## config.mk

```make
export PLATFORM = sky130hd
export DESIGN_NAME = square_iter
export DESIGN_NICKNAME = d
export VERILOG_FILES = /design/src/rtl/square_iter.sv
export SDC_FILE = /design/constraint.sdc
export NUM_CORES = 1
export LEC_CHECK = 0
export CAP_MARGIN = 40
export CORE_AREA = 10 10 116 118
export CTS_CLUSTER_DIAMETER = 100
export DETAILED_ROUTE_END_ITERATION = 8
export DIE_AREA = 0 0 126 128
export PLACE_DENSITY = 0.87
export SLEW_MARGIN = 10
export SYNTH_ARGS = -nofsm -noshare
export SYNTH_HDL_FRONTEND = slang
export SYNTH_SLANG_ARGS = --single-unit
```

## constraint.sdc

```tcl
create_clock -name clk -period 5.5 [get_ports clk]
set_input_delay 1.375 -clock clk [delete_from_list [all_inputs] [get_ports clk]]
set_output_delay 1.375 -clock clk [all_outputs]
set_load 0.005 [all_outputs]
```

## src/rtl/square_iter.sv

```systemverilog
// square_iter: iterative fixed-point squarer, Q13 root in, Q23 square out.
// A shift-add multiplier retires one multiplier bit per clock, so a single
// 34-bit adder is shared across all 17 partial products. Valid/ready
// handshakes on both sides; the block holds one operand at a time.
module square_iter #(
  parameter bit ROUND_EN = 1'b1
) (
  input  logic        clk,
  input  logic        reset,
  input  logic        in_valid,
  output logic        in_ready,
  input  logic [16:0] root_in,
  output logic        out_valid,
  input  logic        out_ready,
  output logic [30:0] sq_out,
  output logic        busy
);

  typedef enum logic [1:0] {
    IDLE,
    MUL,
    ROUND,
    DONE
  } state_t;

  // The Q26 product is reduced to Q23 by dropping three bits; adding half
  // an output LSB first turns the truncation into round-half-up.
  localparam logic [33:0] ROUND_ADD = ROUND_EN ? 34'd4 : 34'd0;

  state_t      state;
  state_t      state_next;
  logic [33:0] mcand;
  logic [33:0] acc;
  logic [16:0] mplier;
  logic [4:0]  cnt;

  // State register; reset aborts any operation in flight.
  always_ff @(posedge clk) begin
    if (reset) begin
      state <= IDLE;
    end else begin
      state <= state_next;
    end
  end

  // Next-state decode; in_ready and busy depend on state alone so neither
  // handshake input has a combinational path to an output.
  always_comb begin
    state_next = state;
    in_ready   = 1'b0;
    busy       = 1'b0;
    case (state)
      IDLE: begin
        in_ready = 1'b1;
        if (in_valid) begin
          state_next = MUL;
        end
      end
      MUL: begin
        busy = 1'b1;
        if (cnt == 5'd16) begin
          state_next = ROUND;
        end
      end
      ROUND: begin
        busy       = 1'b1;
        state_next = DONE;
      end
      DONE: begin
        busy = 1'b1;
        if (out_ready) begin
          state_next = IDLE;
        end
      end
      default: begin
        state_next = IDLE;
      end
    endcase
  end

  // Datapath: operand capture on accept, one shift-add step per MUL cycle,
  // scaling in ROUND, and the result held until the consumer takes it.
  always_ff @(posedge clk) begin
    if (reset) begin
      mcand     <= '0;
      mplier    <= '0;
      acc       <= '0;
      cnt       <= '0;
      sq_out    <= '0;
      out_valid <= 1'b0;
    end else begin
      case (state)
        IDLE: begin
          if (in_valid) begin
            mcand  <= {17'b0, root_in};
            mplier <= root_in;
            acc    <= '0;
            cnt    <= '0;
          end
        end
        MUL: begin
          if (mplier[0]) begin
            acc <= acc + mcand;
          end
          mcand  <= mcand << 1;
          mplier <= mplier >> 1;
          cnt    <= cnt + 5'd1;
        end
        ROUND: begin
          sq_out    <= 31'((acc + ROUND_ADD) >> 3);
          out_valid <= 1'b1;
        end
        DONE: begin
          if (out_ready) begin
            out_valid <= 1'b0;
          end
        end
        default: begin
          out_valid <= 1'b0;
        end
      endcase
    end
  end

endmodule

```

==> flow_summary.toml, run 1 <==
[worst_setup_path]
cp.arrival_ns = 1.87
cp-start-kind = "register"
critPathKind = "register to primary output"
cp_common_cell = "inv_1"
slowest_delay_ns = 0.54
path_max_fanout = 6
cp_top_family = "buffers and inverters"
cp_num_buf_inv = 3
slowest_stage = "clkdlybuf4s50_1"
cp-end-kind = "primary output"
crit_chain = "inv_1 > ha_1 > inv_1 > clkdlybuf4s50_1"
required_ns = 4.12

[clocking]
cts_made_buffers = 17
cts_tree = "done"
cts_max_path_buffers = 2
clockRootBuffer = "clkbuf_16"
clock_latency_ns = 0.42
post_cts_buffers = 0
ctsResizeCount = 0
clock-sinks = 124
cts.clk_slew.worst_paths_ns = 0.06
htree_levels = 4
cts_hold_buf = 0

[placed_design]
placed_cell_area_sq_um = 7450
gp_congestion = 0.954
io_buffers = 54
place_hpwl_microns = 12100
dp_slack_ns = 1.87

[global_route]
grt_max_degree = 55
grt_pass1_wl_microns = 28300
grt.total_usage = 0.208
antenna_found_initial = 0
grt_overflow_total = 0
grt_pass1_vias = 6006

[timing]
finalMaxSlewViolations = 0
tightest_slew_ns = 0.759
clock-skew-final_ns = 0.00753
max_freq_mhz = 308
hold_viol = 0
finalSetupTns_ns = 0
worst_slack_ns = 2.26
relSlewSlack = 0.493
setup_viol = 0
min_period_over_period = 0.590
final.min_clock_period_ns = 3.24
rsz0062_at_grt = "no"

[job]
cap_violations = 0

[yosys]
synth_warnings = 0
syn_avg_cell_area_sq_um = 8.24
synth_area_sq_um = 6860
syn_nets = 895
synth_cell_type_count = 64
synthFlopType = "dfxtp_1"
synth_cells = 833
ys_async_sr_fraction = 0
synth_edf_count = 0
ys_seq_area_frac = 0.362
ys_ff_latch = 124

[layout]
nFillCells = 866
fin_area_sq_um = 8070
drive_above_1_share = 0.0744
final_nets = 923
area_delta_synth_final_pct = 17.6
antenna_cells = 0
mostFrequentLayoutCells = "dfxtp_1, nor2_1, nand2_1"
final_common_cell = "dfxtp_1"

[routing]
vias = 6204
route.detailed.drc = 0
vias_per_cell = 6.10
routedWlPerCell_microns = 16.7
drt-total-wl_microns = 17000
ant_nets = 0
drtPass1Iterations = 8
drtIter0Drc = 502

[pwr]
p_leak_uw = 0.00301
peakVddDrop_v = 0.000376
total_power_uw = 3780
power.density_nw_per_um2 = 469

[hold_path]
hp-class = "register to register"

[die]
die_area_sq_um = 16100
initial_core_util = 0.611
dieWidth_microns = 126
placement_rows = 39
dieHeight_microns = 128
core_area_sq_um = 11200
ioPinCount = 55

[run_status]
status = "completed"
==> sequential cells by signal (all words and copies together) (netlist names) <==
signal	count
out_valid	1
acc	34
mplier	17
mcand	34
state	2
cnt	5
sq_out	31
==> final timing paths <==
path                           startpoint                      end  slack (ns)  cells after the start
setup / recovery    state[0]$_SDFFE_PP0P_                     busy        2.26                      4
hold / removal    sq_out[23]$_SDFFE_PP0P_  sq_out[23]$_SDFFE_PP0P_        0.48                      2
setup reg to reg    state[1]$_SDFFE_PP0P_     acc[32]$_SDFFE_PP0P_        2.51                     12
hold reg to reg   sq_out[23]$_SDFFE_PP0P_  sq_out[23]$_SDFFE_PP0P_        0.48                      2
==> area by class of cell <==
cell class                 count  area [sq um]  share of cell area
tap                          143           179              0.0222
sequential                   124          2480               0.308
multi-input combinational    644          4140               0.513
inverter                      13          48.8             0.00605
clock inverter                13           166              0.0206
clock buffer                  19           453              0.0561
timing repair buffer          61           603              0.0747
==> worst reg2reg max path, delay by kind of cell (launching register included) <==
family	cells	cell delay (ns)
flops	1	0.35
compound gates	4	0.76
simple gates	1	0.14
fa+ha+maj	1	0.15
buf+inv	6	1.49
==> kinds of logic after synthesis <==
family / synth area share
simple gates: 0.222
compound gates: 0.225
mux: 0.00292
fa+ha+maj: 0.0759
flops: 0.362
xor+xnor: 0.0753
buf+inv: 0.0372
==> power breakdown <==
| group | internal (uW) | total (uW) | switching, uW |
|---|---|---|---|
| Sequential | 1120 | 1280 | 164 |
| Combinational | 562 | 1350 | 783 |
| Clock | 738 | 1160 | 418 |
| Total | 2420 | 3780 | 1360 |
==> cells in the mapped netlist, types with 3 or more instances <==
cell	count	area share
and4_1	3	0.0038
xnor2_1	31	0.040
nor3_1	40	0.029
and3_1	18	0.016
dfxtp_1	124	0.36
a22oi_1	31	0.034
o21a_1	3	0.0033
nand3_1	18	0.013
nor2_1	120	0.066
a31o_2	4	0.0051
nand2_1	67	0.037
a211oi_1	60	0.066
nor2b_1	17	0.015
or3_1	3	0.0027
clkbuf_1	48	0.026
nand4_1	9	0.0082
nand2b_1	6	0.0055
a31oi_1	4	0.0036
a21boi_0	3	0.0033
a311oi_1	3	0.0038
a21o_1	12	0.013
and2_1	3	0.0027
ha_1	40	0.073
inv_1	13	0.0071
o2111ai_1	3	0.0038
o21ai_0	40	0.029
o21ai_1	4	0.0029
nand3_2	3	0.0044
xor2_1	28	0.036
nor4_1	3	0.0027
a21oi_1	30	0.022
==> stage by stage <==
stage	hold slack, ns	util	std cells
after floorplan	0.462	-	833
after global placement	0.474	0.662	984
after detailed placement	0.479	0.664	985
after CTS	0.484	0.719	1017
after global routing	0.501	0.719	1017
final	0.481	0.719	1017
==> per-layer routing <==
metal  global-route usage  share of wire
met3               0.0616          0.077
met5                    0              0
met4               0.0750          0.017
met1                0.255           0.44
met2                0.340           0.47
Power figures use the tool's default switching activity.
==> run 2, diff against run 1 <==
--- a/config.mk
+++ b/config.mk
@@ -6,11 +6,11 @@
 export NUM_CORES = 1
 export LEC_CHECK = 0
 export CAP_MARGIN = 40
-export CORE_AREA = 10 10 116 118
+export CORE_AREA = 10 10 119 121
 export CTS_CLUSTER_DIAMETER = 100
 export DETAILED_ROUTE_END_ITERATION = 8
-export DIE_AREA = 0 0 126 128
-export PLACE_DENSITY = 0.87
+export DIE_AREA = 0 0 129 131
+export PLACE_DENSITY = 0.83
 export SLEW_MARGIN = 10
 export SYNTH_ARGS = -nofsm -noshare
 export SYNTH_HDL_FRONTEND = slang
==> constraint.sdc (replaced) <==
create_clock -name clk -period 3.2 [get_ports clk]
set_input_delay 0.8 -clock clk [delete_from_list [all_inputs] [get_ports clk]]
set_output_delay 0.8 -clock clk [all_outputs]
set_load 0.005 [all_outputs]
==> flow_summary.toml, run 2 (synthesis gave the netlist of run 1 again) <==
[die]
dieWidth_microns = 129
die_area_sq_um = 16900
core_area_sq_um = 11800
placement_rows = 40
initial_core_util = 0.581
ioPinCount = 55
dieHeight_microns = 131

[layout]
nFillCells = 943
antenna_cells = 0
final_common_cell = "dfxtp_1"
reg.largest.list = "acc: 34 flops, mcand: 34 flops, sq_out: 31 flops"
drive_above_1_share = 0.0751
area_delta_synth_final_pct = 18.1
final_nets = 929
mostFrequentLayoutCells = "dfxtp_1, nor2_1, nand2_1"

[timing]
hold_viol = 0
max_freq_mhz = 352
finalMaxSlewViolations = 0
rsz0062_at_grt = "no"
clock-skew-final_ns = 0.00873
min_period_over_period = 0.889
final.min_clock_period_ns = 2.84
setup_viol = 0
worst_slack_ns = 0.356
tightest_slew_ns = 0.642
relSlewSlack = 0.572
finalSetupTns_ns = 0

[global_route]
top_usage_layer = "met2"
grt.total_usage = 0.197
grt_max_degree = 65
grt_overflow_total = 0
grt_use_met3 = 0.0467
met2_usage = 0.312
grt_util_met1 = 0.258
antenna_found_initial = 0
grt_pass1_wl_microns = 27200
grt_pass1_vias = 5732

[placed_design]
dp_slack_ns = 0.347
place_hpwl_microns = 11800
io_buffers = 54
gp_congestion = 0.921

[routing]
vias = 6055
drt-total-wl_microns = 16100
route.detailed.drc = 0
drtIter0Drc = 397
vias_per_cell = 5.90
routedWlPerCell_microns = 15.7
drtPass1Iterations = 5
ant_nets = 0

[worst_setup_path]
critPathKind = "register to register"
crit_chain = "ha_1 > inv_1 > fa_1 > nand2b_1 > a21oi_1 > o21ai_0 > a21oi_1 > a21oi_1 > nor3_1 > nor4_1 > o31ai_2"
path_max_fanout = 3
cp-end-kind = "register"
slowest_stage = "fa_1"
cp_common_cell = "a21oi_1"
slowest_delay_ns = 0.39
cp-start-kind = "register"
cp_num_buf_inv = 1
cp_top_family = "compound AO/OA/AOI/OAI gates"
required_ns = 3.52
cp.arrival_ns = 3.17

[clocking]
cts_max_path_buffers = 2
cts_made_buffers = 17
post_cts_buffers = 0
ctsResizeCount = 0
clock_latency_ns = 0.41
cts_tree = "done"
clockRootBuffer = "clkbuf_16"
clock-sinks = 124
cts_hold_buf = 0
htree_levels = 4
cts.clk_slew.worst_paths_ns = 0.05

[run_status]
status = "completed"

[hold_path]
hp-class = "register to register"

[pwr]
peakVddDrop_v = 0.000685
p_leak_uw = 0.00304
power.density_nw_per_um2 = 799

[job]
cap_violations = 0
run 2: cell count changes in the layout (fill, tap and decap cells not counted), moves of 2 or more:
cell,delta
clkinvlp_4,-2
buf_4,+6
clkbuf_1,+4
clkinv_4,-4
run 2: final timing paths:
| path | start | endpoint | depth (start not counted) | slack (ns) |
|---|---|---|---|---|
| worst min register to register | sq_out[3]$_SDFFE_PP0P_ | sq_out[3]$_SDFFE_PP0P_ | 2 | 0.48 |
| worst max-delay path | mcand[0]$_SDFFE_PP0P_ | acc[30]$_SDFFE_PP0P_ | 11 | 0.36 |
| worst min-delay path | sq_out[3]$_SDFFE_PP0P_ | sq_out[3]$_SDFFE_PP0P_ | 2 | 0.48 |
| worst max register to register | mcand[0]$_SDFFE_PP0P_ | acc[30]$_SDFFE_PP0P_ | 11 | 0.36 |
run 2: routing by layer:
metal | wire [microns] | share of wire
met4 | 213 | 0.013
met1 | 7710 | 0.48
met3 | 1010 | 0.063
met2 | 7140 | 0.44
met5 | 0 | 0
run 2: per-stage QoR:
| step | power (uW) | instances | hold slack [ns] | utilization | cell area (sq um) |
|---|---|---|---|---|---|
| after detailed placement | 4570 | 995 | 0.477 | 0.636 | 7510 |
| after global routing | 6920 | 1026 | 0.510 | 0.686 | 8100 |
| final | 6470 | 1026 | 0.482 | 0.686 | 8100 |
| after floorplan | 3700 | 833 | 0.462 | - | 6860 |
| after global placement | 4450 | 994 | 0.474 | 0.633 | 7480 |
| after CTS | 6510 | 1026 | 0.485 | 0.686 | 8100 |
run 2: layout make-up:
| class | instances | area (sq um) | area share |
|---|---|---|---|
| Multi-Input combinational cell | 644 | 4140 | 0.511 |
| Tap cell | 147 | 184 | 0.0227 |
| Timing Repair Buffer | 67 | 656 | 0.0809 |
| Clock inverter | 7 | 113 | 0.0139 |
| Clock buffer | 24 | 482 | 0.0595 |
| Inverter | 13 | 48.8 | 0.00602 |
| Sequential cell | 124 | 2480 | 0.306 |
run 2: worst reg2reg max path, delay by kind of cell (launching register included):
family	cells	cell delay [ns]
buffers and inverters	1	0.06
DFF	1	0.37
adders and majority gates	2	0.60
and+or+nand+nor	3	0.57
AOI/OAI and AO/OA	5	1.15
run 2: power by group:
| group | switching (uW) | leakage, uW | internal [uW] |
|---|---|---|---|
| Combinational | 1330 | 0.00174 | 1010 |
| Clock | 650 | 0.000290 | 1280 |
| Sequential | 276 | 0.00101 | 1920 |
| Total | 2260 | 0.00304 | 4210 |
